File: src/rtl/prog_seq_pkg.sv
// Shared types and helpers for the program sequencer.
// Holds the FSM state encoding, default widths and the entry-PC selector.
`timescale 1ns/1ps
package prog_seq_pkg;

    typedef enum logic [2:0] {
        S_IDLE   = 3'd0,
        S_START  = 3'd1,
        S_RUN    = 3'd2,
        S_LATCH  = 3'd3,
        S_FINISH = 3'd4,
        S_ERROR  = 3'd5
    } seq_state_t;

    localparam int PC_W_DEF  = 12;
    localparam int CNT_W_DEF = 12;
    // Widest PC the entry-PC helper can handle.
    localparam int MAX_PC_W  = 32;

    // Returns slot idx of a packed 4-slot entry-PC table whose slots are
    // pc_w bits wide. Only the low pc_w bits of the result are meaningful;
    // callers truncate to their own PC width.
    function automatic logic [MAX_PC_W-1:0] base_of(
        input logic [4*MAX_PC_W-1:0] bases,
        input int                    pc_w,
        input logic [1:0]            idx
    );
        logic [4*MAX_PC_W-1:0] shifted;
        shifted = bases >> (int'(idx) * pc_w);
        return shifted[MAX_PC_W-1:0];
    endfunction

endpackage

File: src/rtl/prog_sequencer_counter.sv
// seq_counter: loadable counter that can count down to 0 or up to MAX and
// saturates at both ends. Load has priority over decrement, which has
// priority over increment.
`timescale 1ns/1ps
module seq_counter #(
    parameter int W   = 8,
    parameter int MAX = 255
) (
    input  logic         clk,
    input  logic         rst,
    input  logic         load,
    input  logic [W-1:0] load_val,
    input  logic         dec,
    input  logic         inc,
    output logic [W-1:0] count
);

    // Counter register with saturation at 0 and MAX.
    always_ff @(posedge clk or posedge rst) begin
        if (rst) begin
            count <= '0;
        end else if (load) begin
            count <= load_val;
        end else if (dec) begin
            if (count != '0) count <= count - W'(1);
        end else if (inc) begin
            if (count != W'(MAX)) count <= count + W'(1);
        end
    end

endmodule

File: src/rtl/prog_sequencer.sv
// prog_sequencer: runs NUM_PROGS programs on the core one after another.
// For each program it pulses core_start for START_CYCLES cycles with the
// entry PC on core_pc_init, counts run cycles until core_done, and latches
// the count. A run that reaches MAX_CYCLES parks the block in ERROR.
// Optional feature macro: CYCLE_LOG_EN keeps a per-program cycle log
// readable through log_idx/log_count.
// Handshake: go is a level request sampled only in IDLE (and watched for
// its fall in FINISH); core_done is sampled only in RUN; core_start is a
// level held for exactly START_CYCLES cycles per program.
`timescale 1ns/1ps
module prog_sequencer
    import prog_seq_pkg::*;
#(
    parameter int                NUM_PROGS    = 3,
    parameter int                PC_W         = PC_W_DEF,
    parameter logic [4*PC_W-1:0] PROG_BASES   = '0,
    parameter int                START_CYCLES = 2,
    parameter int                MAX_CYCLES   = 4095,
    localparam int               CNT_W        = $clog2(MAX_CYCLES + 1)
) (
    input  logic             clk,
    input  logic             reset,
    input  logic             go,
    input  logic             core_done,
    output logic             core_start,
    output logic [PC_W-1:0]  core_pc_init,
    output logic [1:0]       prog_idx,
    output logic             busy,
    output logic [CNT_W-1:0] cycle_count,
    output logic             all_done,
    output logic             timeout_err,
    input  logic [1:0]       log_idx,
    output logic [CNT_W-1:0] log_count,
    output seq_state_t       state_dbg
);

    localparam int SC_W = $clog2(START_CYCLES + 1);
    localparam int BW   = 4 * MAX_PC_W;
    localparam logic [BW-1:0] BASES_EXT = BW'(PROG_BASES);

    seq_state_t        state, state_next;
    logic [SC_W-1:0]   start_cnt;
    logic [CNT_W-1:0]  run_cnt;
    logic              start_load, start_dec, run_clr, run_inc;
    logic              is_last, run_at_limit;

    assign is_last      = (prog_idx == 2'(NUM_PROGS - 1));
    // run_cnt excludes the current RUN cycle, so the limit is hit when the
    // cycle being counted now is the MAX_CYCLES-th one.
    assign run_at_limit = (run_cnt >= CNT_W'(MAX_CYCLES - 1));

    assign core_pc_init = PC_W'(base_of(BASES_EXT, PC_W, prog_idx));
    assign core_start   = (state == S_START);
    assign busy         = (state == S_START) || (state == S_RUN) || (state == S_LATCH);
    assign timeout_err  = (state == S_ERROR);
    assign state_dbg    = state;

    seq_counter #(.W(SC_W), .MAX(START_CYCLES)) u_start_cnt (
        .clk      (clk),
        .rst      (reset),
        .load     (start_load),
        .load_val (SC_W'(START_CYCLES)),
        .dec      (start_dec),
        .inc      (1'b0),
        .count    (start_cnt)
    );

    seq_counter #(.W(CNT_W), .MAX(MAX_CYCLES)) u_run_cnt (
        .clk      (clk),
        .rst      (reset),
        .load     (run_clr),
        .load_val ('0),
        .dec      (1'b0),
        .inc      (run_inc),
        .count    (run_cnt)
    );

    // State register.
    always_ff @(posedge clk or posedge reset) begin
        if (reset) state <= S_IDLE;
        else       state <= state_next;
    end

    // Next-state and counter control.
    always_comb begin
        state_next = state;
        start_load = 1'b0;
        start_dec  = 1'b0;
        run_clr    = 1'b0;
        run_inc    = 1'b0;
        case (state)
            S_IDLE: begin
                if (go) begin
                    start_load = 1'b1;
                    state_next = S_START;
                end
            end
            S_START: begin
                // core_done is undefined while the core is being started.
                start_dec = 1'b1;
                run_clr   = 1'b1;
                if (start_cnt == SC_W'(1)) state_next = S_RUN;
            end
            S_RUN: begin
                run_inc = 1'b1;
                if (core_done)         state_next = S_LATCH;
                else if (run_at_limit) state_next = S_ERROR;
            end
            S_LATCH: begin
                if (is_last) begin
                    state_next = S_FINISH;
                end else begin
                    start_load = 1'b1;
                    state_next = S_START;
                end
            end
            S_FINISH: begin
                if (!go) state_next = S_IDLE;
            end
            S_ERROR: state_next = S_ERROR;
            default: state_next = S_IDLE;
        endcase
    end

    // Program index, latched cycle count and sequence-complete flag.
    always_ff @(posedge clk or posedge reset) begin
        if (reset) begin
            prog_idx    <= '0;
            cycle_count <= '0;
            all_done    <= 1'b0;
        end else begin
            if (state == S_IDLE && go) begin
                prog_idx <= '0;
                all_done <= 1'b0;
            end
            if (state == S_LATCH) begin
                cycle_count <= run_cnt;
                if (is_last) all_done <= 1'b1;
                else         prog_idx <= prog_idx + 2'd1;
            end
        end
    end

`ifdef CYCLE_LOG_EN
    logic [CNT_W-1:0] log_mem [NUM_PROGS];

    // Per-program cycle log, cleared whenever a new sequence begins.
    always_ff @(posedge clk or posedge reset) begin
        if (reset) begin
            for (int i = 0; i < NUM_PROGS; i++) log_mem[i] <= '0;
        end else if (state == S_IDLE && go) begin
            for (int i = 0; i < NUM_PROGS; i++) log_mem[i] <= '0;
        end else if (state == S_LATCH) begin
            log_mem[prog_idx] <= run_cnt;
        end
    end

    // Combinational log read; indices past the last program read as 0.
    always_comb begin
        log_count = '0;
        if (int'(log_idx) < NUM_PROGS) log_count = log_mem[log_idx];
    end
`else
    logic log_idx_unused;
    assign log_idx_unused = ^log_idx;
    assign log_count      = '0;
`endif

endmodule

File: config.mk
export PLATFORM = sky130hd
export DESIGN_NAME = prog_sequencer
export DESIGN_NICKNAME = d
export VERILOG_FILES = /design/src/rtl/prog_seq_pkg.sv /design/src/rtl/prog_sequencer_counter.sv /design/src/rtl/prog_sequencer.sv
export SDC_FILE = /design/constraint.sdc
export NUM_CORES = 1
export LEC_CHECK = 0
export CAP_MARGIN = 20
export CORE_UTILIZATION = 52
export DETAILED_ROUTE_END_ITERATION = 8
export HOLD_SLACK_MARGIN = 0.06
export PLACE_DENSITY_LB_ADDON = 0.05
export SYNTH_ARGS = -nofsm -noshare
export SYNTH_HDL_FRONTEND = slang
export SYNTH_SLANG_ARGS = --single-unit
File: constraint.sdc
create_clock -name clk -period 4.5 [get_ports clk]
set_input_delay 0.675 -clock clk [delete_from_list [all_inputs] [get_ports clk]]
set_output_delay 0.675 -clock clk [all_outputs]
set_load 0.02 [all_outputs]
# Word level (Yosys, flattened, before mapping)
# Cells that the tools add are included.
[totals] register_bits=32 out_inout_bits=45 wordCells=60 input_bits=6
[classes] n_eq_ne=12 n_shift=1 mul=1 magnitude_cmp=1 n_reduce_logical=12 addsub=3 mux=24
[op_table] cell="$mux W12" n=3
[op_table] cell="$mux W3" n=6
[op_table] cell="$pmux W3 S6" n=1
[op_table] cell="$add A12 B1 Y12 const B" n=1
[op_table] cell="$ge A12 B12 Y1 const B" n=1
[op_table] cell="$mux W2" n=6
[op_table] cell="$ne A12 B12 Y1 const B" n=1
[op_table] cell="$shr A1 B6 Y12 const A" n=1
[op_table] cell="$reduce_bool A2 Y1" n=5
[op_table] cell="$mux W1" n=7
[op_table] cell="$eq A3 B2 Y1 const B" n=2
[op_table] cell="$eq A3 B3 Y1 const B" n=2
[op_table] cell="$mul A2 B2 Y4 const B" n=1
[op_table] cell="$ne A2 B2 Y1 const B" n=2
[op_table] cell="$reduce_and A2 Y1" n=2
[op_table] cell="$reduce_and A4 Y1" n=1
[op_table] cell="$eq A3 B1 Y1 const B" n=1
[op_table] cell="$logic_not A3 Y1" n=1
[op_table] cell="$ne A3 B3 Y1 const B" n=1
[op_table] cell="$add A2 B1 Y2 const B" n=1
[op_table] cell="$eq A2 B1 Y1 const B" n=1
[op_table] cell="$eq A2 B2 Y1 const B" n=1
[op_table] cell="$logic_or A1 B1 Y1" n=2
[op_table] cell="$ne A2 B1 Y1 const B" n=1
[op_table] cell="3 further kinds" n=3

# Depth between registers and ports, before layout
# Gate-level depths: netlist of run 1.
[depth] word_depth=5 mapped_depth=7 depth_no_buf=6

# Hierarchy
# A second synthesis of run 1 with hierarchy kept.
[hier_totals] hier_cells=244 area_unflattened_um2=2337.2
[modules_own_cells] module="prog_sequencer" seq_area_each_um2=450.4 cells_per_inst=106 instances=1 area_per_inst_um2=1141.1
[modules_own_cells] module="seq_counter (u_run_cnt)" seq_area_each_um2=300.3 cells_per_inst=123 instances=1 area_per_inst_um2=1049.8
[modules_own_cells] module="seq_counter (u_start_cnt)" seq_area_each_um2=50.0 cells_per_inst=15 instances=1 area_per_inst_um2=146.4

# Worst setup path after synthesis of run 1
# OpenSTA, ideal clock, no wires.
[synth_path] path_kind="reg2out" start="register state[1], in the netlist state_dbg[1]" end="output port busy" slack_ns=2.505 arrival_time_ns=1.320 n_path_buf=1 path_stages_with_launch=4 required_ns=3.825 cell_sequence="dfrtp_1 -> clkbuf_1 -> inv_1 -> a21oi_1"
[synth_via] elab_chain_len=3
[synth_rtl] item="from (decl)" line="prog_sequencer.sv:41" source="seq_state_t state, state_next;"
[synth_rtl] item="from (signal assigned)" line="prog_sequencer.sv:81" source="else state <= state_next;"
[synth_rtl] item="$eq A3 B1 Y1 or $eq A3 B2 Y1 (tied branches)" line="prog_sequencer.sv:54" source="assign busy = (state == S_START) || (state == S_RUN) || (state == S_LATCH);"
[synth_rtl] item="$logic_or A1 B1 Y1" line="prog_sequencer.sv:54"
[synth_rtl] item="$logic_or A1 B1 Y1 *" line="prog_sequencer.sv:54"
[synth_rtl] item="to (decl)" line="prog_sequencer.sv:28" source="output logic busy,"
# Mark *: on every way between the ends. The rest lies on a longest branch, timed or not.

# Final worst setup path of run 1
[layout_path] start="register state[0], in the netlist state_dbg[0]" end="output port core_start"
[layout_via] elab_chain_len=1
[layout_rtl] item="$eq A3 B1 Y1" line="prog_sequencer.sv:53" source="assign core_start = (state == S_START);"
[layout_rtl] item="to (decl)" line="prog_sequencer.sv:25" source="output logic core_start,"
# Every way passes these cells.

==> results of run 1 <==
final cells by class:
type / count / area [sq um] / area share, %
tap: 46 / 57.6 / 2.74
clock buffer: 6 / 51.3 / 2.44
clock inverter: 2 / 10.0 / 0.476
sequential: 32 / 801 / 38.1
multi-input combinational: 140 / 883 / 42.0
inverter: 12 / 50.0 / 2.38
timing repair buffer: 25 / 248 / 11.8
cells in the final DEF, fill, tap and decap left out, types with 5 or more instances in the layout:
cell,count
o21ai_0,10
mux2_2,9
inv_1,11
dfrtp_1,32
clkbuf_4,5
clkdlybuf4s50_1,24
nand4_1,5
conb_1,24
a21oi_1,14
or4_1,5
nand3_1,5
nor2_1,10
nand2_1,12
Yosys cell counts, drive strengths merged:
library cell  count  area (sq um)
a211oi            1          7.51
a21oi            14          70.1
a31oi             1          6.26
and3              1          6.26
buf              26           206
clkbuf            4          15.0
clkinv            1          8.76
conb              1          3.75
dfrtp            32           801
ha                4          50.1
inv              11          41.3
mux2              9           101
mux2i             4          40.0
nand2            12          45.0
nand2b            2          12.5
nand3             5          25.0
nand3b            1          7.51
nand4             6          43.8
nor2             10          37.5
nor2b             1          6.26
nor3              4          31.3
nor3b             1          7.51
nor4              2          12.5
nor4b             1          15.0
o2111ai           1          8.76
o211ai            2          15.0
o21ai            10          50.1
o22ai             1          6.26
o311ai            2          17.5
o31a              1          8.76
o31ai             4          30.0
o41ai             2          17.5
or2               1          6.26
or3               1          6.26
or3b              3          26.3
or4               6          48.8
xnor2             2          17.5
xor2              1          8.76
state kept, by name (all words and copies together) (netlist names):
signal / count
prog_idx: 2
state_dbg: 3
u_start_cnt.count: 2
u_run_cnt.count: 12
cycle_count: 12
all_done: 1
final timing paths:
path,startpoint,slack [ns],to
worst max-delay path,state_dbg[0],1.49,core_start
min in group asynchronous,reset,0.74,cycle_count[10]
worst min register to register,cycle_count[6],0.50,cycle_count[6]
worst min-delay path,cycle_count[6],0.50,cycle_count[6]
worst max register to register,state_dbg[2],2.15,u_run_cnt.count[7]
max in group asynchronous,reset,3.45,cycle_count[2]
power groups by stage:
stage                     sequential [uW]  clock [uW]  combinational [uW]
final                                 416         175                 480
after global routing                  430         190                 535
after CTS                             416         177                 484
after detailed placement              422           0                 483
after global placement                418           0                 471
after floorplan                       422           0                 371
metal layers:
| metal | up-vias | global-route usage, % | part of all wire [%] |
|---|---|---|---|
| li1 | 683 | - | - |
| met1 | 673 | 26.3 | 46 |
| met2 | 30 | 33.4 | 50 |
| met3 | 7 | 4.35 | 2.6 |
| met4 | 0 | 9.84 | 1.9 |
| met5 | - | 0 | 0 |
through the flow:
step | setup slack, ns | util, % | cell area [sq um] | hold slack, ns
floorplan | 2.51 | - | 1960 | 0.516
global placement | 1.87 | 60.2 | 2040 | 0.466
detailed placement | 1.87 | 60.2 | 2040 | 0.481
CTS | 1.48 | 62.0 | 2100 | 0.501
global route | 1.38 | 62.0 | 2100 | 0.511
finish | 1.49 | 62.0 | 2100 | 0.496
critical path, delay by kind of cell, from the launching register on:
kind	cells	cell delay, ns
flip-flops	1	0.60
AND/OR/NAND/NOR	1	0.59
buffers and inverters	2	0.81
kinds of logic (layout without fill, tap and decap cells):
kind of cell / Yosys count / count (layout)
simple gates: 57 / 57
buf+inv: 42 / 45
compound gates: 39 / 39
flops: 32 / 32
xor+xnor: 3 / 3
mux: 13 / 13
other cells: 1 / 24
fa+ha+maj: 4 / 4
==> run summary, run 1 <==
Worst-path cell chain: or3b_1 -> clkinv_4 -> clkdlybuf4s50_1
Largest family of logic cells by synthesized area: simple AND/OR/NAND/NOR gates
Clk network pwr share: 16.3%
Number of port buffers: 24
Endpoint class of the critical path: primary output
Drt wl/cell: 13.0 microns
Tightest Pin Transition: 0.727 ns
Crit-path slowest cell: clkdlybuf4s50_1
CP max stage delay: 0.62 ns
Synth cell types: 44
Fin. Hold Viols: 0
Rows: 21
Antenna cells: 0
Routed wire length: 3420 microns
Rel. slew slack: 51.4%
Flops & latches, synth: 32
Syn Area/Cell: 9.79 sq um
Tot Pwr: 1070 uW
Pwr/cell area: 510 nW/um^2
Layout net count: 226
Max Fanout on Critical Path: 13
Post-synthesis simple-gate area fraction: 18.1%
Comb pwr share: 44.8%
Total congestion overflow: 0
Sw power: 459 uW
CTS Sinks: 32
CTS Hold Buffers Added: 0
Hold Crit Class: reg -> reg
Initial core utilization: 55.1%
DR iter-0 viols: 47
Area Overhead vs Synth: 12.4%
Clock Latency Late Sink: 0.34 ns
Endpoints failing setup: 0
Core area: 3390 sq um
Synth Area in XOR/XNOR: 1.41%
Max_cap viols: 0
Post-route ant nets: 0
Vias per cell: 5.30
Max Buffers Root-to-Sink: 2
Final worst path period share: 66.9%
CTS tree: done
DIE HEIGHT: 62.0 microns
Worst EP required: 3.83 ns
Multiplexer share of the synthesized area: 7.56%
H-tree depth: 2
VDD IR max: 0.342 mV
Fill cells: 297
Die width: 62.0 microns
Hold Crit Depth: 2
Sequential Power Share: 38.9%
Synth Area in Compound Gates: 12.7%
CTS Buf Count: 5
Worst setup SP type: flip-flop
PostCTS Resize Cnt: 0
Largest net degree at the start of global routing: 33
Ports placed on the boundary: 51
Crit path kind: reg -> out
Internal power: 612 uW
Post-Synthesis Cells: 191
Post-Synth Adder-Cell Area: 2.68%
1st-pass router iterations: 4
# Post-CTS Setup Buffers: 0
Post-Syn Area: 1870 sq um
Placed insts: 255
First-pass GRT wire length: 5620 microns
Final Max Slew Viols: 0
RSZ-0062 raised after global routing: no
Data arrival, critical path: 2.34 ns
HPWL after DPL: 2440 microns
Proportion of layout cells with a drive suffix above 1: 12.0%
P_leak: 0.000940 uW
Non-filler cells, final: 263
Via Count: 1393
Worst-path clk slew: 0.10 ns
Sequential cell area fraction in the yosys report: 42.8%
Switch share: 42.9%
Drt drc: 0
Gr usage total: 20.6%
Root buffer cell: clkbuf_4
Outcome: finished clean
Period minus WS final: 3.01 ns
Area of the die: 3840 sq um
Clock Skews: 0.00637 ns
F_max: 332 MHz
Yosys warns: 0
Global placer's final weighted congestion: 0.782
Vias in the first global route: 1228
R2R cell count: 5
Setup TNS after final layout: 0 ns
Initial antenna violation count: 0
Note: power is estimated with default switching activity, not from simulation.
==> run 2, diff against run 1 <==
- CORE_UTILIZATION: 52 -> 48
- clock period: 4.5 -> 3.05 ns (I/O delays scaled with it)
==> run 2 against run 1 <==
Utilization fell by 3.6 points. Largest cell class unchanged. Combinational power rose by 58%. Cell count rose by 1.1%. Register-to-register slack got worse by 1.2 ns. Cell area rose by 2.5%. Worst setup slack got worse by 0.97 ns. Power rose by 59%. Die area rose by 8.1%.
==> run summary, run 2 (same netlist as run 1, synthesis figures left out) <==
Outcome: finished clean (unchanged)
Worst-path cell chain: or3b_1 -> clkinv_4 -> clkdlybuf4s50_1 (unchanged)
Delay-heaviest family, CP: buffers and inverters (unchanged)
Post-route ant nets: 0 (unchanged)
1st-pass router iterations: 4 (unchanged)
Rel. slew slack: 49.8% (was 51.4%)
H-tree depth: 2 (unchanged)
Buf/Inv on CP: 2 (unchanged)
Crit path to: core_start (unchanged)
Worst EP required: 2.59 ns (was 3.83 ns)
PostCTS Resize Cnt: 0 (unchanged)
Max Buffers Root-to-Sink: 2 (unchanged)
Ports placed on the boundary: 51 (unchanged)
Routed wire length: 3570 microns (was 3420 microns)
Number of port buffers: 24 (unchanged)
F_max: 396 MHz
Crit path kind: reg -> out (unchanged)
RR Startpoint: u_run_cnt.count[1] (was state_dbg[2])
Flop2flop setup slack: 0.96 ns (was 2.15 ns)
Antenna cells: 0 (unchanged)
Max_cap viols: 0 (unchanged)
Global placer's final weighted congestion: 0.833 (was 0.782)
Met1 wire length: 1560 microns (about the same)
P_leak: 0.000962 uW (was 0.000940 uW)
Highest metal used: met4 (unchanged)
WP depth: 3 (unchanged)
Root buffer cell: clkbuf_8 (was clkbuf_4)
Max Fanout on Critical Path: 13 (unchanged)
R2r endpoint: u_run_cnt.count[10] (was u_run_cnt.count[7])
Area of the die: 4150 sq um (was 3840 sq um)
R2R cell count: 5 (unchanged)
CTS Sinks: 32 (unchanged)
Largest net degree at the start of global routing: 18 (was 33)
Vias in the first global route: 1376 (was 1228)
HPWL after DPL: 2590 microns (was 2440 microns)
Final Core Density: 58.4% (was 62.0%)
Initial core utilization: 50.7% (was 55.1%)
CTS Buf Count: 5 (unchanged)
# Post-CTS Setup Buffers: 0 (unchanged)
Data arrival, critical path: 2.07 ns (was 2.34 ns)
Clock Skews: 0.00512 ns (was 0.00637 ns)
Hold Crit Class: reg -> reg (unchanged)
CTS Hold Buffers Added: 0 (unchanged)
Core area: 3690 sq um (was 3390 sq um)
Commonest non-fill, non-tap cell in the layout: dfrtp_1 (unchanged)
Fill cells: 330 (was 297)
Crit-path slowest cell: clkdlybuf4s50_1 (unchanged)
Vias per cell: 5.33 (was 5.30)
Via Count: 1419 (was 1393)
Period minus WS final: 2.53 ns
DR iter-0 viols: 72 (was 47)
Area Overhead vs Synth: 15.2% (was 12.4%)
Final Max Slew Viols: 0 (unchanged)
Gr usage total: 19.4% (was 20.6%)
Worst setup SP type: flip-flop (unchanged)
Pwr/cell area: 790 nW/um^2 (was 510 nW/um^2)
Final hold slack: 0.484 ns (was 0.496 ns)
Met3 wire len: 118 microns (was 89 microns)
DIE HEIGHT: 64.4 microns (was 62.0 microns)
Final worst path period share: 82.9%
Drt drc: 0 (unchanged)
Initial antenna violation count: 0 (unchanged)
CP max stage delay: 0.61 ns (was 0.62 ns)
RSZ-0062 raised after global routing: no (unchanged)
CTS tree: done (unchanged)
Tightest Pin Transition: 0.751 ns (was 0.727 ns)
Clock Latency Late Sink: 0.28 ns (was 0.34 ns)
Setup crit start: state_dbg[0] (unchanged)
Layout net count: 228 (was 226)
Total congestion overflow: 0 (unchanged)
Setup TNS after final layout: 0 ns (unchanged)
Proportion of layout cells with a drive suffix above 1: 12.4% (was 12.0%)
First-pass GRT wire length: 6160 microns (was 5620 microns)
VDD IR max: 0.432 mV (was 0.342 mV)
Most frequent cells in the layout: dfrtp_1 (32), conb_1 (24), clkdlybuf4s50_1 (24) (unchanged)
Fin. Hold Viols: 0 (unchanged)
Rows: 22 (was 21)
Routed wl met2: 1830 microns (was 1700 microns)
Endpoint class of the critical path: primary output (unchanged)
Drt wl/cell: 13.4 microns (was 13.0 microns)
Endpoints failing setup: 0 (unchanged)
Worst-path clk slew: 0.06 ns (was 0.10 ns)
Die width: 64.4 microns (was 62.0 microns)
[run 2: cell types whose count changed in the layout (fill, tap and decap cells not counted)]
cell / before / now
clkbuf_4: 5 / 0
buf_4: 1 / 3
clkbuf_8: 1 / 7
clkinv_2: 2 / 0
[run 2: cell type report]
class | count | area [sq um] | area share [%]
multi-input combinational | 140 | 883 | 41.0
clock buffer | 7 | 96.3 | 4.47
tap | 48 | 60.1 | 2.79
inverter | 12 | 50.0 | 2.32
sequential | 32 | 801 | 37.2
timing repair buffer | 27 | 263 | 12.2
[run 2: worst min-delay path by stage]
stage                                   from  cells past startpoint                  to
final                        cycle_count[10]                      2     cycle_count[10]
after global routing         cycle_count[10]                      2     cycle_count[10]
after CTS                    cycle_count[10]                      2     cycle_count[10]
after detailed placement     cycle_count[10]                      2     cycle_count[10]
after global placement        cycle_count[0]                      2      cycle_count[0]
after floorplan           u_run_cnt.count[3]                      1  u_run_cnt.count[3]
[run 2: worst register-to-register path: stages (launching register included)]
cell and delay [ns]:
dfrtp_1 0.46, ha_1 0.25, nand3_1 0.11, or4_1 0.59, or4_1 0.44, a21oi_1 0.16
[run 2: layer usage]
metal | vias to the layer above | track usage [%]
li1 | 691 | -
met1 | 697 | 23.1
met2 | 24 | 33.3
met3 | 7 | 5.18
met4 | 0 | 7.50
met5 | - | 0
[run 2: power breakdown]
part	switching [uW]	internal, uW
combinational	442	317
clock	147	201
sequential	96.7	497
total	686	1020
[run 2: per-stage QoR]
stage	total power [uW]	setup WS, ns	cell area (sq um)	cells
2_1_floorplan	1170	1.12	1960	214
3_3_place_gp	1340	0.831	2060	259
3_5_place_dp	1360	0.835	2060	259
4_1_cts	1710	0.514	2150	266
5_1_grt	1820	0.436	2150	266
6_report	1700	0.522	2150	266
==> run 3, diff against run 2 <==
- clock period: 3.05 -> 2.4 ns (I/O delays scaled with it)
==> run 3 against run 2 <==
First-iteration DRC count shrank 8.3%. Clock skew grew 0.0022 ns. Die area is the same. Sequential share of layout area shrank 0.64 points. Non-clock buffer count grew 3. Sequential cell count is the same. Utilization grew 1.0 points. Sequential power grew 19%. Worst setup slack lost 0.31 ns. Cell count grew 1.5%.
==> run summary, run 3 (same netlist as run 1, synthesis figures left out) <==
Outcome: finished clean (unchanged)
Post-route ant nets: 0 (unchanged)
Commonest non-fill, non-tap cell in the layout: dfrtp_1 (unchanged)
Crit path kind: reg -> out (unchanged)
Root buffer cell: clkbuf_8 (unchanged)
Placed insts: 262 (was 259)
F_max: 456 MHz
Data arrival, critical path: 1.83 ns (was 2.07 ns)
Rel. slew slack: 59.0% (was 49.8%)
Clk network pwr share: 22.5% (was 20.4%)
Initial core utilization: 50.7% (unchanged)
Period minus WS final: 2.19 ns
Endpoint class of the critical path: primary output (unchanged)
Worst setup SP type: flip-flop (unchanged)
Endpoints failing setup: 0 (unchanged)
Sw power: 901 uW (was 686 uW)
Via Count: 1390 (was 1419)
Number of port buffers: 24 (unchanged)
Worst-path clk slew: 0.07 ns (was 0.06 ns)
Switch share: 39.7% (was 40.3%)
Tightest Pin Transition: 0.613 ns (was 0.751 ns)
Setup TNS after final layout: 0 ns (unchanged)
PostCTS Resize Cnt: 0 (unchanged)
Total congestion overflow: 0 (unchanged)
Max_cap viols: 0 (unchanged)
Vias in the first global route: 1308 (was 1376)
VDD IR max: 0.565 mV (was 0.432 mV)
# Post-CTS Setup Buffers: 0 (unchanged)
CTS Sinks: 32 (unchanged)
Internal power: 1370 uW (was 1020 uW)
P_leak: 0.000980 uW (was 0.000962 uW)
Area taken by multi-input logic gates: 883 sq um (unchanged)
Vias per cell: 5.15 (was 5.33)
Sequential Power Share: 31.2% (was 34.9%)
Max Fanout on Critical Path: 11 (was 13)
Pwr/cell area: 1040 nW/um^2 (was 790 nW/um^2)
Worst EP required: 2.04 ns (was 2.59 ns)
Ports placed on the boundary: 51 (unchanged)
HPWL after DPL: 2620 microns (was 2590 microns)
Antenna cells: 0 (unchanged)
Final Max Slew Viols: 0 (unchanged)
Comb pwr share: 46.3% (was 44.7%)
Fin. Hold Viols: 0 (unchanged)
Clock Skews: 0.00735 ns (was 0.00512 ns)
Final worst path period share: 91.3%
Hold Crit Class: in -> async (was reg -> reg)
Proportion of layout cells with a drive suffix above 1: 14.0% (was 12.4%)
H-tree depth: 2 (unchanged)
FF+latch area: 801 sq um (unchanged)
Core area: 3690 sq um (unchanged)
DIE HEIGHT: 64.4 microns (unchanged)
Max Buffers Root-to-Sink: 2 (unchanged)
Layout net count: 231 (was 228)
CTS Hold Buffers Added: 0 (unchanged)
Area Overhead vs Synth: 17.2% (was 15.2%)
Routed wire length: 3600 microns (was 3570 microns)
Drt wl/cell: 13.3 microns (was 13.4 microns)
Rows: 22 (unchanged)
Die width: 64.4 microns (unchanged)
CTS Buf Count: 5 (unchanged)
Clock Latency Late Sink: 0.28 ns (about the same)
Largest net degree at the start of global routing: 33 (was 18)
Global placer's final weighted congestion: 0.769 (was 0.833)
Tot Pwr: 2270 uW (was 1700 uW)
Non-filler cells, final: 270 (was 266)
DR iter-0 viols: 66 (was 72)
Gr usage total: 19.2% (was 19.4%)
Initial antenna violation count: 0 (unchanged)
1st-pass router iterations: 4 (unchanged)
Fill cells: 345 (was 330)
First-pass GRT wire length: 6020 microns (was 6160 microns)
RSZ-0062 raised after global routing: no (unchanged)
Area of the die: 4150 sq um (unchanged)
CTS tree: done (unchanged)
Drt drc: 0 (unchanged)
Most frequent cells in the layout: dfrtp_1 (32), conb_1 (24), clkdlybuf4s50_1 (24) (unchanged)
## run 3: cell type report
class                           instances  share of cell area, %
Multi-Input combinational cell        140                   40.3
Sequential cell                        32                   36.6
Tap cell                               48                   2.74
Timing Repair Buffer                   30                   13.0
Clock inverter                          3                   1.94
Clock buffer                            5                   3.14
Inverter                               12                   2.28
## run 3: path summary, 6_finish.rpt
check | startpoint | end | cells after the start | slack, ns
min in group clk | cycle_count[10] | cycle_count[10] | 2 | 0.49
worst min register to register | cycle_count[10] | cycle_count[10] | 2 | 0.49
worst max register to register | u_run_cnt.count[1] | u_run_cnt.count[10] | 5 | 0.36
worst min-delay path | reset | u_run_cnt.count[6] | 3 | 0.48
max in group asynchronous | reset | prog_idx[0] | 3 | 1.63
worst max-delay path | state_dbg[2] | core_start | 3 | 0.21
## run 3: critical path: stages, from the launching register on
cell	delay [ns]
dfrtp_1	0.37
or3b_1	0.44
clkinv_4	0.13
clkdlybuf4s50_1	0.61
## run 3: power groups by stage
| stage | sequential (uW) | clock [uW] | combinational (uW) |
|---|---|---|---|
| after floorplan | 792 | 0 | 696 |
| after global placement | 709 | 0 | 1030 |
| after detailed placement | 716 | 0 | 1060 |
| after CTS | 708 | 523 | 1060 |
| after global routing | 724 | 547 | 1160 |
| final | 708 | 511 | 1050 |
## run 3: through the flow
step | utilization [%] | setup WS (ns) | hold slack, ns | area [sq um]
after floorplan | - | 0.473 | 0.476 | 1960
after global placement | 56.4 | 0.439 | 0.463 | 2080
after detailed placement | 56.4 | 0.379 | 0.482 | 2080
after CTS | 59.4 | 0.191 | 0.489 | 2190
after global routing | 59.4 | 0.136 | 0.521 | 2190
final | 59.4 | 0.208 | 0.476 | 2190
## run 3: routing by layer
layer | track usage [%] | vias to the layer above | wire [microns]
li1 | - | 691 | -
met1 | 23.9 | 669 | 1630
met2 | 32.4 | 26 | 1800
met3 | 4.82 | 4 | 139
met4 | 6.11 | 0 | 39
met5 | 0 | - | 0
